==> config.mk <==
export PLATFORM = sky130hd
export DESIGN_NAME = ex_mem_skid_flat
export DESIGN_NICKNAME = d
export VERILOG_FILES = /design/src/rtl/ex_mem_skid_if.sv /design/src/rtl/ex_mem_skid.sv /design/src/flat_wrapper.sv
export SDC_FILE = /design/constraint.sdc
export NUM_CORES = 1
export LEC_CHECK = 0
export CAP_MARGIN = 15
export CORE_MARGIN = 3
export CORE_UTILIZATION = 45
export CTS_BUF_LIST = sky130_fd_sc_hd__clkbuf_8
export DETAILED_ROUTE_END_ITERATION = 7
export HOLD_SLACK_MARGIN = 0.03
export PLACE_DENSITY_LB_ADDON = 0.08
export SLEW_MARGIN = 30
export SYNTH_ARGS = -nofsm -noshare
export SYNTH_HDL_FRONTEND = slang
export SYNTH_SLANG_ARGS = --single-unit
==> constraint.sdc <==
create_clock -name clk -period 2 [get_ports clk]
set_input_delay 0.6 -clock clk [delete_from_list [all_inputs] [get_ports clk]]
set_output_delay 0.6 -clock clk [all_outputs]
set_load 0.03 [all_outputs]
==> src/rtl/ex_mem_skid_if.sv <==
// EX -> MEM stage bus: upstream handshake plus payload, downstream handshake
// plus registered payload, and the pipeline flush request.
interface ex_mem_skid_if #(
  parameter int XLEN    = 64,
  parameter int RADDR_W = 5
);
  logic               in_valid;
  logic               in_ready;
  logic               flush;
  logic [XLEN-1:0]    result_i;
  logic [XLEN-1:0]    wdata_i;
  logic [RADDR_W-1:0] reg_write_addr_i;
  logic               reg_write_enable_i;
  logic               mem_valid_i;
  logic               mem_rw_i;
  logic [1:0]         mem_size_i;

  logic               out_valid;
  logic               out_ready;
  logic [XLEN-1:0]    result_o;
  logic [XLEN-1:0]    wdata_o;
  logic [RADDR_W-1:0] reg_write_addr_o;
  logic               reg_write_enable_o;
  logic               mem_valid_o;
  logic               mem_rw_o;
  logic [1:0]         mem_size_o;

  // Pipeline side that drives EX payloads and consumes MEM payloads.
  modport master (
    output in_valid, flush, result_i, wdata_i, reg_write_addr_i,
           reg_write_enable_i, mem_valid_i, mem_rw_i, mem_size_i, out_ready,
    input  in_ready, out_valid, result_o, wdata_o, reg_write_addr_o,
           reg_write_enable_o, mem_valid_o, mem_rw_o, mem_size_o
  );

  // The skid buffer itself.
  modport slave (
    input  in_valid, flush, result_i, wdata_i, reg_write_addr_i,
           reg_write_enable_i, mem_valid_i, mem_rw_i, mem_size_i, out_ready,
    output in_ready, out_valid, result_o, wdata_o, reg_write_addr_o,
           reg_write_enable_o, mem_valid_o, mem_rw_o, mem_size_o
  );
endinterface

==> src/rtl/ex_mem_skid.sv <==
// EX/MEM pipeline register built as a 2-entry skid buffer. The main entry
// drives the outputs; the skid entry catches the one payload that can arrive
// while the MEM side stalls, so in_ready can come straight from a flop.
module ex_mem_skid #(
  parameter int XLEN    = 64,
  parameter int RADDR_W = 5
) (
  input  logic         clk,
  input  logic         rst,
  ex_mem_skid_if.slave bus
);
  // Payload packed as {result, wdata, addr, we, mem_valid, rw, size}.
  localparam int PW = 2 * XLEN + RADDR_W + 5;

  typedef enum logic [1:0] {EMPTY, ONE, TWO} state_t;

  state_t          state_reg;
  state_t          state_next;
  logic [PW-1:0]   main_reg;
  logic [PW-1:0]   skid_reg;
  logic [PW-1:0]   in_payload;
  logic            in_ready_reg;
  logic            out_valid;
  logic            accept;
  logic            consume;
  logic            main_we;
  logic            main_mv;

  assign in_payload = {bus.result_i, bus.wdata_i, bus.reg_write_addr_i,
                       bus.reg_write_enable_i, bus.mem_valid_i,
                       bus.mem_rw_i, bus.mem_size_i};

  assign out_valid = (state_reg != EMPTY);
  assign accept    = bus.in_valid & in_ready_reg;
  assign consume   = out_valid & bus.out_ready;

  assign {bus.result_o, bus.wdata_o, bus.reg_write_addr_o, main_we, main_mv,
          bus.mem_rw_o, bus.mem_size_o} = main_reg;

  // Enables are qualified by validity; data bits simply hold when invalid.
  assign bus.out_valid          = out_valid;
  assign bus.in_ready           = in_ready_reg;
  assign bus.reg_write_enable_o = main_we & out_valid;
  assign bus.mem_valid_o        = main_mv & out_valid;

  // Next-state decode; needed ahead of the edge so in_ready can be registered.
  always_comb begin
    state_next = state_reg;
    if (bus.flush) begin
      state_next = EMPTY;
    end else begin
      case (state_reg)
        EMPTY:   if (accept) state_next = ONE;
        ONE: begin
          if (accept && !consume)      state_next = TWO;
          else if (!accept && consume) state_next = EMPTY;
        end
        TWO:     if (consume) state_next = ONE;
        default: state_next = EMPTY;
      endcase
    end
  end

  // State, ready flag and both payload entries; flush drops any offered payload.
  always_ff @(posedge clk) begin
    if (rst) begin
      state_reg    <= EMPTY;
      in_ready_reg <= 1'b1;
      main_reg     <= '0;
      skid_reg     <= '0;
    end else begin
      state_reg    <= state_next;
      in_ready_reg <= (state_next != TWO);
      if (!bus.flush) begin
        case (state_reg)
          EMPTY: if (accept) main_reg <= in_payload;
          ONE: begin
            if (accept && consume) main_reg <= in_payload;
            else if (accept)       skid_reg <= in_payload;
          end
          TWO:   if (consume) main_reg <= skid_reg;
          default: ;
        endcase
      end
    end
  end
endmodule

==> src/flat_wrapper.sv <==
// flat-port wrapper written by rule: the top's interface ports become plain ports
module ex_mem_skid_flat 
#(
  parameter int XLEN    = 64,
  parameter int RADDR_W = 5
)
  (clk, rst, bus_in_valid, bus_flush, bus_result_i, bus_wdata_i, bus_reg_write_addr_i, bus_reg_write_enable_i, bus_mem_valid_i, bus_mem_rw_i, bus_mem_size_i, bus_out_ready, bus_in_ready, bus_out_valid, bus_result_o, bus_wdata_o, bus_reg_write_addr_o, bus_reg_write_enable_o, bus_mem_valid_o, bus_mem_rw_o, bus_mem_size_o);
  ex_mem_skid_if #(.XLEN(XLEN), .RADDR_W(RADDR_W)) bus_i ();
  input  logic clk;
  input  logic rst;
  input wire logic [$bits(bus_i.in_valid)-1:0] bus_in_valid;
  input wire logic [$bits(bus_i.flush)-1:0] bus_flush;
  input wire logic [$bits(bus_i.result_i)-1:0] bus_result_i;
  input wire logic [$bits(bus_i.wdata_i)-1:0] bus_wdata_i;
  input wire logic [$bits(bus_i.reg_write_addr_i)-1:0] bus_reg_write_addr_i;
  input wire logic [$bits(bus_i.reg_write_enable_i)-1:0] bus_reg_write_enable_i;
  input wire logic [$bits(bus_i.mem_valid_i)-1:0] bus_mem_valid_i;
  input wire logic [$bits(bus_i.mem_rw_i)-1:0] bus_mem_rw_i;
  input wire logic [$bits(bus_i.mem_size_i)-1:0] bus_mem_size_i;
  input wire logic [$bits(bus_i.out_ready)-1:0] bus_out_ready;
  output wire logic [$bits(bus_i.in_ready)-1:0] bus_in_ready;
  output wire logic [$bits(bus_i.out_valid)-1:0] bus_out_valid;
  output wire logic [$bits(bus_i.result_o)-1:0] bus_result_o;
  output wire logic [$bits(bus_i.wdata_o)-1:0] bus_wdata_o;
  output wire logic [$bits(bus_i.reg_write_addr_o)-1:0] bus_reg_write_addr_o;
  output wire logic [$bits(bus_i.reg_write_enable_o)-1:0] bus_reg_write_enable_o;
  output wire logic [$bits(bus_i.mem_valid_o)-1:0] bus_mem_valid_o;
  output wire logic [$bits(bus_i.mem_rw_o)-1:0] bus_mem_rw_o;
  output wire logic [$bits(bus_i.mem_size_o)-1:0] bus_mem_size_o;
  assign bus_i.in_valid = bus_in_valid;
  assign bus_i.flush = bus_flush;
  assign bus_i.result_i = bus_result_i;
  assign bus_i.wdata_i = bus_wdata_i;
  assign bus_i.reg_write_addr_i = bus_reg_write_addr_i;
  assign bus_i.reg_write_enable_i = bus_reg_write_enable_i;
  assign bus_i.mem_valid_i = bus_mem_valid_i;
  assign bus_i.mem_rw_i = bus_mem_rw_i;
  assign bus_i.mem_size_i = bus_mem_size_i;
  assign bus_i.out_ready = bus_out_ready;
  assign bus_in_ready = bus_i.in_ready;
  assign bus_out_valid = bus_i.out_valid;
  assign bus_result_o = bus_i.result_o;
  assign bus_wdata_o = bus_i.wdata_o;
  assign bus_reg_write_addr_o = bus_i.reg_write_addr_o;
  assign bus_reg_write_enable_o = bus_i.reg_write_enable_o;
  assign bus_mem_valid_o = bus_i.mem_valid_o;
  assign bus_mem_rw_o = bus_i.mem_rw_o;
  assign bus_mem_size_o = bus_i.mem_size_o;
  ex_mem_skid #(.XLEN(XLEN), .RADDR_W(RADDR_W)) u_core (.clk(clk), .rst(rst), .bus(bus_i));
endmodule
==> results of run 1 <==
final cells by class:
| cell class | instances | area share |
|---|---|---|
| sequential | 279 | 0.373 |
| clock buffer | 57 | 0.0524 |
| multi-input combinational | 846 | 0.324 |
| inverter | 2 | 0.000501 |
| clock inverter | 17 | 0.00601 |
| tap | 330 | 0.0276 |
| timing repair buffer | 316 | 0.217 |
cell usage in the layout, fill, tap and decap left out:
master	instances
nand2_1	277
dfxtp_1	277
clkdlybuf4s50_1	141
nor2_1	139
a21oi_1	138
mux2i_1	138
a211oi_1	138
dlygate4sd2_1	135
clkbuf_8	58
buf_12	27
inv_1	18
buf_4	10
nor2b_2	2
nand3b_1	2
dfxtp_4	2
nor2_4	1
and4bb_4	1
nand4bb_4	1
nand3_1	1
a21o_1	1
nand4bb_1	1
a311oi_1	1
nand4b_1	1
a31oi_4	1
nand2b_4	1
nor3_1	1
o21bai_1	1
bufinv_16	1
clkdlybuf4s15_2	1
clkdlybuf4s15_1	1
cells by family (layout without fill, tap and decap cells):
group | Yosys count | in the layout | synth area share
AND/OR/NAND/NOR | 428 | 428 | 0.139
AO/OA/AOI/OAI | 280 | 280 | 0.148
flip-flops | 279 | 279 | 0.470
buffers and inverters | 244 | 392 | 0.127
multiplexers | 138 | 138 | 0.116
power by group:
part | total [W] | switching, W | leakage, nW | internal (W)
sequential | 0.00595 | 0.000131 | 2.28 | 0.00582
clock | 0.00478 | 0.00212 | 0.509 | 0.00266
combinational | 0.00189 | 0.00109 | 3.98 | 0.000794
total | 0.0126 | 0.00335 | 6.77 | 0.00927
per-layer routing:
layer / wire (µm) / global-route usage
met2: 12900 / 0.309
met1: 12900 / 0.260
met4: 535 / 0.0534
met3: 2120 / 0.0539
met5: 0 / 0.00348
synthesized netlist by cell type:
master | n | area (µm²)
a211oi_1 | 138 | 1040
a21o_1 | 1 | 7.51
a21oi_1 | 138 | 691
a311oi_1 | 1 | 8.76
a31oi_2 | 1 | 12.5
and4bb_2 | 1 | 12.5
buf_2 | 54 | 270
buf_4 | 139 | 1040
clkbuf_1 | 49 | 184
dfxtp_1 | 279 | 5590
inv_1 | 2 | 7.51
mux2i_1 | 138 | 1380
nand2_1 | 277 | 1040
nand2b_1 | 1 | 6.26
nand3_1 | 1 | 5.00
nand3b_1 | 2 | 15.0
nand4b_1 | 1 | 8.76
nand4bb_1 | 2 | 22.5
nor2_1 | 140 | 526
nor2b_1 | 2 | 12.5
nor3_1 | 1 | 5.00
o21bai_1 | 1 | 7.51
metrics by stage:
stage	setup TNS [ns]	area (µm²)	hold WS [ns]	utilization	worst slack, ns
after detailed placement	-78.90	14300	0.446	0.558	-0.364
after CTS	0	15000	0.453	0.586	0.00989
final	0	15000	0.451	0.586	0.0786
after global routing	0	15000	0.464	0.586	0.00519
after global placement	-68.35	14300	0.440	0.558	-0.315
after floorplan	0	11900	0.436	-	0.351
path summary, 6_finish.rpt:
check                            start             endpoint
setup / recovery  u_core.main_reg[134]     bus_result_o[60]
hold / removal     u_core.skid_reg[80]  u_core.skid_reg[80]
setup reg to reg   u_core.state_reg[1]  u_core.main_reg[59]
hold reg to reg    u_core.skid_reg[80]  u_core.skid_reg[80]
repair_timing:
action                                  CTS  global route
pin swaps                                 0             0
gates resized for setup                 145             3
endpoints found under the setup margin  140             3
==> out/metrics.csv, run 1 <==
metric,value,unit
max cap viols,0,
"Max stage delay cell, worst path",dlygate4sd2_1,
routed len/inst,15.4,µm
H-tree levels,2,
Layout Nets,1635,
YS warnings,0,
DRT Wirelength,28500,µm
diode count,0,
Clock Path Buffers,3,
die span in x,169,µm
largest net degree at the start of global routing,54,
Worst Tran Pin Value,0.445,ns
Final setup viols,0,
"Seq/Total Area, Yosys",0.470,
Final Hold Fails,0,
CTS tree,yes,
Post-Layout Cell Count,1847,
fill count,2367,
power per standard cell area,842,nW/µm²
worst skew pair latency,0.54,ns
Clock Sinks,279,
CP Capture Type,output pin,
max-slew violation count,0,
Layout Skew,0.0164,ns
setup bufs post-CTS,0,
r2r setup slk,0.36,ns
Critical Path Max Stage Delay,0.46,ns
"Distinct cells, synth",22,
CP top delay family,buffers and inverters,
DP HPWL,18600,µm
dpl cells,1773,
cells along the critical path,dlygate4sd2_1,
#FFs+latches synth,279,
Mean Syn Cell Area,8.68,µm²
clk slew on worst S/H paths,0.06,ns
Worst Path Max Fanout,2,
CTS Buf Count,47,
FF+latch area,5590,µm²
chip height,169,µm
P_leak,6.77,nW
via/cell ratio,4.97,
global router's overall resource usage,0.194,
Synth Net Count,1512,
CP startpoint kind,flip-flop,
maximum vdd ir drop,537,µV
global placement routability congestion,0.771,
Syn Std Cell Area,11900,µm²
IO Pins,283,
RSZ-0062 raised after global routing,false,
R2R depth,6,
global route overflow,0,
DRC viols,0,
cell row count,58,
routed via count,9174,
die area,28400,µm²
outcome,"finished, final reports clean",
Port Buffer Count,282,
CP Class,flip-flop to output pin,
antenna violations before repair,0,
max_slew headroom,0.704,
root buf cell,clkbuf_8,
ANT nets after route,0,
crit path time final,1.92,ns
core box area,25500,µm²
# hold bufs at CTS,0,
Area Growth Syn to Fin,26.0,%
buffer and inverter count on the worst path,1,
Worst Path Arrival,1.32,ns
final worst path period share,0.961,
Crit path required time,1.40,ns
CP Depth,1,
share of cells above drive strength 1,0.0699,
vias in the first global route,8559,
Hold Path Class,flip-flop to flip-flop,
first-pass GRT wire length,45600,µm
WHS Path Cells,2,
Mapped Cells,1369,
drt first-iter violations,640,
fmax,520,MHz
multi-input logic area,4850,µm²
Initial Utilization,0.465,
first drt pass iteration count,4,
Final Total Pwr,0.0126,W
Power figures use the tool's default switching activity.
==> run 2, diff against run 1 <==
--- a/config.mk
+++ b/config.mk
@@ -9,6 +9,7 @@
 export CORE_MARGIN = 3
 export CORE_UTILIZATION = 45
 export CTS_BUF_LIST = sky130_fd_sc_hd__clkbuf_8
+export CTS_CLUSTER_DIAMETER = 30
 export DETAILED_ROUTE_END_ITERATION = 7
 export HOLD_SLACK_MARGIN = 0.03
 export PLACE_DENSITY_LB_ADDON = 0.08
==> out/metrics.csv, run 2 (synthesis gave the netlist of run 1 again) <==
metric,value,unit,change
Final Hold Fails,0,,unchanged
ANT nets after route,0,,unchanged
power per standard cell area,959,nW/µm²,+14%
Clock Sinks,279,,unchanged
"Max stage delay cell, worst path",clkdlybuf4s15_1,,
global router's overall resource usage,0.196,,+0.00212
final worst path period share,0.971,,+0.0107
CP Capture Point,bus_reg_write_addr_o[2],,
Critical Path Source,u_core.main_reg[7],,
CP startpoint kind,flip-flop,,
Int Power,0.0112,W,+20%
vias in the first global route,8751,,+2.2%
Port Buffer Count,282,,unchanged
Critical Path Max Stage Delay,0.39,ns,-0.07 ns
R2R depth,6,,unchanged
Clock Path Buffers,3,,unchanged
crit path time final,1.94,ns,+0.0214 ns
Clk pwr share,0.474,,+0.095
most frequent cells in the layout,"nand2_1, dfxtp_1, clkdlybuf4s50_1",,
global route overflow,0,,unchanged
Layout Skew,0.0197,ns,+0.00329 ns
via/cell ratio,4.95,,-0.34%
CP Class,flip-flop to output pin,,
Resized cells post-CTS,154,,+6.2%
Seq pwr share,0.399,,-0.072
max-slew violation count,0,,unchanged
buffer and inverter count on the worst path,1,,unchanged
share of cells above drive strength 1,0.0961,,+0.0263
CP Depth,1,,unchanged
reg2reg start,u_core.state_reg[1],,
CTS tree,yes,,
r2r setup slk,0.34,ns,-0.02 ns
Worst R2R End,u_core.main_reg[65],,
Final setup viols,0,,unchanged
Logic pwr share,0.127,,-0.023
Final Cell Area,15600,µm²,+3.8%
outcome,"finished, final reports clean",,
root buf cell,clkbuf_8,,
clk slew on worst S/H paths,0.05,ns,about the same
Layout Nets,1648,,+0.80%
cells along the critical path,clkdlybuf4s15_1,,
die area,28400,µm²,unchanged
Final Total Pwr,0.0149,W,+18%
max cap viols,0,,unchanged
dpl cells,1773,,unchanged
max_slew headroom,0.703,,-0.000764
Initial Utilization,0.465,,unchanged
DP HPWL,18600,µm,unchanged
Worst Path Arrival,1.34,ns,+0.02 ns
Worst Path Max Fanout,2,,unchanged
first drt pass iteration count,5,,+1
largest net degree at the start of global routing,54,,unchanged
CP Capture Type,output pin,,
Net Sw Power,0.00376,W,+12%
Sw Share,0.252,,-0.0132
antenna violations before repair,0,,unchanged
P_leak,6.94,nW,+2.6%
CP top delay family,buffers and inverters,,
routed len/inst,15.3,µm,-0.37%
Setup Slack @ Placement,-0.364,ns,unchanged
Hold Path Class,flip-flop to flip-flop,,
diode count,0,,unchanged
die span in x,169,µm,unchanged
CTS Buf Count,60,,+28%
Post-Layout Cell Count,1880,,+1.8%
Worst Tran Pin Value,0.446,ns,+0.00115 ns
maximum vdd ir drop,961,µV,+79%
Area after DPL,14300,µm²,unchanged
# hold bufs at CTS,0,,unchanged
core box area,25500,µm²,unchanged
DRT Wirelength,28900,µm,+1.4%
first-pass GRT wire length,46200,µm,+1.2%
routed via count,9306,,+1.4%
drt first-iter violations,616,,-3.8%
RSZ-0062 raised after global routing,false,,
chip height,169,µm,unchanged
setup bufs post-CTS,0,,unchanged
global placement routability congestion,0.771,,unchanged
worst skew pair latency,0.58,ns,+0.04 ns
Final Worst Setup Slack,0.0572,ns,-0.0214 ns
cell row count,58,,unchanged
Crit path required time,1.40,ns,about the same
Area Growth Syn to Fin,30.8,%,
Fin Hold WS,0.451,ns,-0.0000100 ns
DRC viols,0,,unchanged
fmax,515,MHz,-1.1%
H-tree levels,2,,unchanged
IO Pins,283,,unchanged
run 2: cell type report:
class / instances / area [µm²]
Multi-Input combinational cell: 846 / 4850
Clock inverter: 32 / 393
Tap cell: 330 / 413
Timing Repair Buffer: 316 / 3270
Fill cell: 2289 / 9990
Sequential cell: 279 / 5590
Clock buffer: 75 / 1030
Inverter: 2 / 7.51
run 2: worst min path at each step:
| stage | start | depth (start not counted) | slack (ns) | end |
|---|---|---|---|---|
| finish | u_core.skid_reg[75] | 2 | 0.45 | u_core.skid_reg[75] |
| global route | u_core.skid_reg[70] | 2 | 0.46 | u_core.skid_reg[70] |
| CTS | u_core.skid_reg[102] | 2 | 0.45 | u_core.skid_reg[102] |
| detailed placement | u_core.skid_reg[102] | 2 | 0.45 | u_core.skid_reg[102] |
| global placement | u_core.skid_reg[26] | 2 | 0.44 | u_core.skid_reg[26] |
| floorplan | u_core.skid_reg[0] | 2 | 0.44 | u_core.skid_reg[0] |
run 2: power groups by stage:
stage	Sequential (W)	Combinational, W	Clock [W]
6_report	0.00595	0.00190	0.00707
5_1_grt	0.00599	0.00205	0.00750
4_1_cts	0.00596	0.00191	0.00723
3_5_place_dp	0.00608	0.00206	0
3_3_place_gp	0.00607	0.00204	0
2_1_floorplan	0.00604	0.00138	0
run 2: metrics by stage:
| step | util | setup TNS, ns |
|---|---|---|
| 3_5_place_dp | 0.558 | -78.90 |
| 3_3_place_gp | 0.558 | -68.35 |
| 2_1_floorplan | - | 0 |
| 5_1_grt | 0.609 | 0 |
| 4_1_cts | 0.608 | 0 |
| 6_report | 0.609 | 0 |
run 2: per-layer routing:
metal | vias to the layer above | routed length [µm] | track usage
met1 | 4236 | 12900 | 0.255
met3 | 31 | 2050 | 0.0577
met4 | 0 | 410 | 0.0573
li1 | 4798 | - | -
met5 | - | 0 | 0
met2 | 241 | 13500 | 0.317
